<file path="src/rtl/pipe_logic_unit_if.sv">
// Valid/ready bus for the pipelined logic unit: input operands/op on one side,
// result on the other. The master side drives transactions and consumes results.
interface pipe_logic_unit_if #(
    parameter int WIDTH = 32
);
    logic             in_valid;
    logic             in_ready;
    logic [1:0]       in_op;
    logic [WIDTH-1:0] in_x;
    logic [WIDTH-1:0] in_y;
    logic             out_valid;
    logic             out_ready;
    logic [WIDTH-1:0] out_z;

    modport master (
        output in_valid, in_op, in_x, in_y, out_ready,
        input  in_ready, out_valid, out_z
    );

    modport slave (
        input  in_valid, in_op, in_x, in_y, out_ready,
        output in_ready, out_valid, out_z
    );
endinterface

</file>
<file path="src/rtl/pipe_logic_unit.sv">
// DEPTH-stage pipelined bitwise logic unit (AND/OR/XOR/ANDN) with valid/ready
// handshakes, bubble collapse, synchronous flush and a registered occupancy count.
module pipe_logic_unit #(
    parameter int WIDTH = 32,
    parameter int DEPTH = 2,
    localparam int CNT_W = $clog2(DEPTH + 1)
) (
    input  logic               clock,
    input  logic               reset,
    input  logic               flush,
    pipe_logic_unit_if.slave   bus,
    output logic [CNT_W-1:0]   occupancy
);

    logic [DEPTH-1:0] stage_valid;
    logic [WIDTH-1:0] stage_data [DEPTH];
    logic [DEPTH-1:0] adv;
    logic [WIDTH-1:0] op_result;
    logic             in_ready;
    logic             in_fire;
    logic             out_fire;

    always_comb begin
        op_result = '0;
        unique case (bus.in_op)
            2'b00:   op_result = bus.in_x & bus.in_y;
            2'b01:   op_result = bus.in_x | bus.in_y;
            2'b10:   op_result = bus.in_x ^ bus.in_y;
            default: op_result = bus.in_x & ~bus.in_y;
        endcase
    end

    // A stage may load when the stage after it moves or when it is empty, so
    // bubbles collapse and ready ripples combinationally back from out_ready.
    always_comb begin
        adv = '0;
        adv[DEPTH-1] = bus.out_ready | ~stage_valid[DEPTH-1];
        for (int k = DEPTH - 2; k >= 0; k--) begin
            adv[k] = adv[k+1] | ~stage_valid[k];
        end
    end

    assign in_ready      = adv[0] & ~flush & reset;
    assign in_fire       = bus.in_valid & in_ready;
    assign out_fire      = stage_valid[DEPTH-1] & bus.out_ready;
    assign bus.in_ready  = in_ready;
    assign bus.out_valid = stage_valid[DEPTH-1];
    assign bus.out_z     = stage_data[DEPTH-1];

    // Flush only clears valid bits; stale data behind an invalid stage is harmless.
    always_ff @(posedge clock or negedge reset) begin
        if (!reset) begin
            stage_valid <= '0;
            for (int k = 0; k < DEPTH; k++) begin
                stage_data[k] <= '0;
            end
        end else if (flush) begin
            stage_valid <= '0;
        end else begin
            if (adv[0]) begin
                stage_valid[0] <= in_fire;
                stage_data[0]  <= op_result;
            end
            for (int k = 1; k < DEPTH; k++) begin
                if (adv[k]) begin
                    stage_valid[k] <= stage_valid[k-1];
                    stage_data[k]  <= stage_data[k-1];
                end
            end
        end
    end

    always_ff @(posedge clock or negedge reset) begin
        if (!reset) begin
            occupancy <= '0;
        end else if (flush) begin
            occupancy <= '0;
        end else begin
            unique case ({in_fire, out_fire})
                2'b10:   occupancy <= occupancy + CNT_W'(1);
                2'b01:   occupancy <= occupancy - CNT_W'(1);
                default: occupancy <= occupancy;
            endcase
        end
    end

endmodule

</file>
<file path="src/flat_wrapper.sv">
// flat-port wrapper written by rule: the top's interface ports become plain ports
module pipe_logic_unit_flat 
#(
    parameter int WIDTH = 32,
    parameter int DEPTH = 2,
    localparam int CNT_W = $clog2(DEPTH + 1)
)
  (clock, reset, flush, occupancy, bus_in_valid, bus_in_op, bus_in_x, bus_in_y, bus_out_ready, bus_in_ready, bus_out_valid, bus_out_z);
  pipe_logic_unit_if #(.WIDTH(WIDTH)) bus_i ();
  input  logic clock;
  input  logic reset;
  input  logic flush;
  output logic [CNT_W-1:0] occupancy;
  input wire logic [$bits(bus_i.in_valid)-1:0] bus_in_valid;
  input wire logic [$bits(bus_i.in_op)-1:0] bus_in_op;
  input wire logic [$bits(bus_i.in_x)-1:0] bus_in_x;
  input wire logic [$bits(bus_i.in_y)-1:0] bus_in_y;
  input wire logic [$bits(bus_i.out_ready)-1:0] bus_out_ready;
  output wire logic [$bits(bus_i.in_ready)-1:0] bus_in_ready;
  output wire logic [$bits(bus_i.out_valid)-1:0] bus_out_valid;
  output wire logic [$bits(bus_i.out_z)-1:0] bus_out_z;
  assign bus_i.in_valid = bus_in_valid;
  assign bus_i.in_op = bus_in_op;
  assign bus_i.in_x = bus_in_x;
  assign bus_i.in_y = bus_in_y;
  assign bus_i.out_ready = bus_out_ready;
  assign bus_in_ready = bus_i.in_ready;
  assign bus_out_valid = bus_i.out_valid;
  assign bus_out_z = bus_i.out_z;
  pipe_logic_unit #(.WIDTH(WIDTH), .DEPTH(DEPTH)) u_core (.clock(clock), .reset(reset), .flush(flush), .bus(bus_i), .occupancy(occupancy));
endmodule
</file>
<file path="config.mk">
export PLATFORM = sky130hd
export DESIGN_NAME = pipe_logic_unit_flat
export DESIGN_NICKNAME = d
export VERILOG_FILES = /design/src/rtl/pipe_logic_unit_if.sv /design/src/rtl/pipe_logic_unit.sv /design/src/flat_wrapper.sv
export SDC_FILE = /design/constraint.sdc
export NUM_CORES = 1
export LEC_CHECK = 0
export BUFFER_PORTS_ARGS = -buffer_cell sky130_fd_sc_hd__buf_4
export CAP_MARGIN = 40
export CORE_MARGIN = 4
export CORE_UTILIZATION = 45
export DETAILED_ROUTE_END_ITERATION = 10
export MAX_ROUTING_LAYER = met4
export PLACE_DENSITY = 0.71
export SYNTH_ARGS = -nofsm -noshare
export SYNTH_HDL_FRONTEND = slang
export SYNTH_SLANG_ARGS = --single-unit
</file>
<file path="constraint.sdc">
create_clock -name clock -period 4.1 [get_ports clock]
set_input_delay 0 -clock clock [delete_from_list [all_inputs] [get_ports clock]]
set_output_delay 0 -clock clock [all_outputs]
set_load 0.03 [all_outputs]
</file>
Yosys cells after proc, flatten, opt, wreduce, memory -nomap -nowiden:

Cells that the tools add are included.

* register bits after elaboration: 68
* input port bits: 71
* word-level logic and storage cells: 37

* add/sub/neg operators: 2
* equal/unequal tests: 4
* multiplexer cells: 6
* bitwise logic cells: 14
* reduce and logical (&&, ||, !) cells: 6

Operators by type and width (number)
* $pmux 32 s3: 1
* $and 32x32->32: 2
* $not 32->32: 1
* $or 32x32->32: 1
* $xor 32x32->32: 1
* $and 1x1->1: 4
* $eq 2x1->1 const B: 2
* $eq 2x2->1 const B: 2
* $mux 2: 2
* $pmux 2 s2: 1
* $reduce_and 2->1: 2
* $reduce_bool 2->1: 2
* $not 1->1: 3
* $reduce_bool 3->1: 1
* $add 2x1->2 const B: 1
* $logic_not 2->1: 1
* $mux 1: 2
* $or 1x1->1: 2
* $sub 2x1->2 const B: 1

Depth between registers and ports, before layout:

* depth in word-level cells: 9
* depth in mapped cells: 7

Worst setup path after synthesis:

OpenSTA, ideal clock, no wires.

* path kind: reg2reg
* start: reg u_core.stage_valid[1]
* end: reg u_core.stage_data (netlist bit u_core.bus.out_z[0])
* setup time: 0.125 ns
* arrival time: 1.396 ns
* data required time: 3.975 ns
* slack: 2.580 ns
* cell stages (with the launch flop): 5
* buffers on the path: 1
* period minus slack after synthesis: 1.520 ns
* path through: dfrtp_1 and2b_1 nor2_4 buf_6 mux2_2

* cells in the longest elaborated chain, start to end: 3

RTL lines
* start: declaration: RTL line pipe_logic_unit.sv:15 `logic [DEPTH-1:0] stage_valid;`
* start signal: indexed assignment: RTL line pipe_logic_unit.sv:66 `stage_valid[k] <= stage_valid[k-1];`
* $not 1->1: RTL line pipe_logic_unit.sv:37 `adv[DEPTH-1] = bus.out_ready | ~stage_valid[DEPTH-1];`
* $or 1x1->1: RTL line pipe_logic_unit.sv:37
* $reduce_and 2->1 (no line)
* end signal: indexed assignment: RTL line pipe_logic_unit.sv:67 `stage_data[k] <= stage_data[k-1];`
* end: declaration: RTL line pipe_logic_unit.sv:16 `logic [WIDTH-1:0] stage_data [DEPTH];`

Every way passes these cells.
A chain may end at the register's enable or synchronous reset.

Final worst setup path:

* start: reg u_core.stage_valid[1]
* end: reg u_core.stage_data (netlist bit u_core.bus.out_z[14])

Same word-level chain as after synthesis.

==> metrics.cfg <==
[run]
maxCapViolCount=0

[floorplan]
start_util_pct=45.9
ioPinCount=107
die_area_um2=12200
rows=37
die_w_um=110
die_y_um=110
coreArea_um2=10300

[synthesis]
seq_area_frac_synth_pct=36.1
synth_area_um2=4720
synth_cell_types=28
synth-edff-count=0
synth_top_family_by_area=simple AND/OR/NAND/NOR gates
ys_ff_latch=68
ys_warn_count=0
synthFlopType=dfrtp_1
synthXorXnorAreaFrac_pct=5.94
synth_fp_nets=614
yosys.area_share.simple_pct=14.5
synth.area.mux_share_pct=8.33
synth_async_sr_flop_share_pct=100
synth_compound_area_share_pct=11.6
avgSynthCellArea_um2=9.29
synth_fa_ha_area_share_pct=9.28
synthCells=508

[route]
drt_iter0_drc=89
via_per_inst=5.06
drtAntennaViolNets=0
drt_first_pass_iters=4
drt_wl_total_um=10500
drc=0
vias=3615
wl_per_cell_um=14.6

[critical_path]
cp-start-kind=register
rr_worst_depth=4
cp-end-kind=register
arrival_ns=2.06
required_ns=4.32
crit_type=register to register
critPathMaxFanout=17

[grt]
antenna_found_initial=0
grt_max_degree=65
met2_usage_pct=30.6
grtUsageTotal_pct=18.1
globalRouteMet1Util_pct=22.1
busiest_layer=met2
grt_pass1_wl_um=16900
use_met3_pct=3.73
grt_pass1_vias=3668
grt_overflow_total=0

[final_layout]
final_nets=680
final_common_cell=buf_4
antenna_cells=0
layout_common_cells=buf_4 (107), dfrtp_1 (68), inv_1 (67), nor2b_1 (34), ha_1 (34)
final_area_um2=5600
drive_gt1_share_pct=28.0
areaGrowthSynthToFinish_pct=18.8

[power_and_ir_drop]
p_total_uw=1910
p_leak_uw=0.00283
power.density_nw_per_um2=341
max-vdd-ir-drop_v=0.000157

[cts]
cts_buffers=9
cts-root-buf=clkbuf_8
cts_resized=0
clock_latency_ns=0.33
cts_tree=built
cts_sinks=68
cts_setup_buffers=0
clk_pin_slew_ns=0.07
htreeDepth=3
hold_buffers=2
clockBufferDepth=2

[hold_path]
worst_hold_path_type=input pin to register
min_path_cells=3

[timing]
tightest_slew_ns=0.917
setup_violations=0
clock_skew_ns=0.00630
slew_violations=0
slew_headroom_pct=38.9
max_freq_mhz=543
rsz0062_at_grt=no
hold_viol=0
setup-tns-final_ns=0
fin_crit_sh_pct=44.9
fin_crit_ns=1.84

[placed_design]
port_buffers=106
place_area_um2=5420
hpwl_um=7860
place.gp.congestion=0.783

[run_status]
status=finished clean

layer usage:
metal  up-vias  wire [um]
li1       1783          -
met1      1739       4500
met2        82       5280
met3        11        542
met4         0        136
met5         -          0
kinds of logic (layout without fill, tap and decap cells):
kind of cell / after synthesis / after routing
AO/OA/AOI/OAI: 100 / 100
XOR/XNOR: 32 / 32
adder cells (fa/ha/maj): 35 / 35
buffers and inverters: 128 / 198
flip-flops: 68 / 68
multiplexers: 35 / 35
AND/OR/NAND/NOR: 110 / 110
final cells by class:
class,instances,area (um2)
fillers,946,4670
multi-input cells,312,2350
flip-flops and latches,68,1700
repair buffers,116,958
inverters,67,251
well taps,136,170
clock buffers,13,159
clock inverters,2,10.0
worst max-delay path, cell delays in order, from the launching register on:
cell and delay (ns):
dfrtp_1 0.43, and2b_1 0.25, nor2_4 0.48, buf_16 0.22
mux2_2 0.34
report_power, final:
group	switching (uW)	total, uW	internal [uW]	leakage (uW)
Sequential	64.5	838	774	0.000816
Clock	233	481	248	0.0000893
Combinational	322	592	270	0.00193
registers in the layout, indices dropped and copies added (netlist names):
| name | count |
|---|---|
| u_core.occupancy | 2 |
| u_core.stage_data | 32 |
| u_core.stage_valid | 2 |
| u_core.bus.out_z | 32 |
per-stage QoR:
step | worst slack (ns) | util [%] | instances | hold slack (ns)
after floorplan | 2.58 | - | 508 | -0.296
after detailed placement | 2.25 | 52.7 | 697 | -0.0259
after global placement | 2.21 | 51.4 | 690 | 0.163
final | 2.26 | 54.5 | 714 | 0.0272
after CTS | 2.25 | 54.5 | 714 | 0.0130
after global routing | 2.17 | 54.5 | 714 | 0.0233
synth_stat cells (2+ instances only):
| master | count | share of area, % |
|---|---|---|
| clkbuf_1 | 17 | 1.4 |
| mux2_1 | 2 | 0.48 |
| a21oi_1 | 33 | 3.5 |
| and3_1 | 2 | 0.27 |
| and2_1 | 33 | 4.4 |
| mux2_2 | 32 | 7.6 |
| dfrtp_1 | 68 | 36 |
| inv_1 | 67 | 5.3 |
| buf_6 | 6 | 1.4 |
| o21ai_0 | 25 | 2.7 |
| a31oi_1 | 32 | 4.2 |
| buf_2 | 4 | 0.42 |
| buf_8 | 2 | 0.64 |
| xor2_1 | 32 | 5.9 |
| nor2b_1 | 34 | 4.5 |
| or3_1 | 32 | 4.2 |
| o21ai_1 | 8 | 0.85 |
| buf_4 | 32 | 5.1 |
| ha_1 | 35 | 9.3 |
| nor2_1 | 4 | 0.32 |
final timing paths:
check	startpoint	endpoint	slack, ns
min in group asynchronous	reset	u_core.bus.out_z[31]$_DFFE_PN0P_	0.15
setup / recovery	u_core.stage_valid[1]$_DFFE_PN0P_	u_core.bus.out_z[14]$_DFFE_PN0P_	2.26
hold reg to reg	u_core.bus.out_z[4]$_DFFE_PN0P_	u_core.bus.out_z[4]$_DFFE_PN0P_	0.49
hold / removal	bus_in_valid	u_core.stage_valid[0]$_DFFE_PN0P_	0.03
setup reg to reg	u_core.stage_valid[1]$_DFFE_PN0P_	u_core.bus.out_z[14]$_DFFE_PN0P_	2.26
max in group asynchronous	reset	u_core.bus.out_z[20]$_DFFE_PN0P_	3.40
Power figures use the tool's default switching activity.
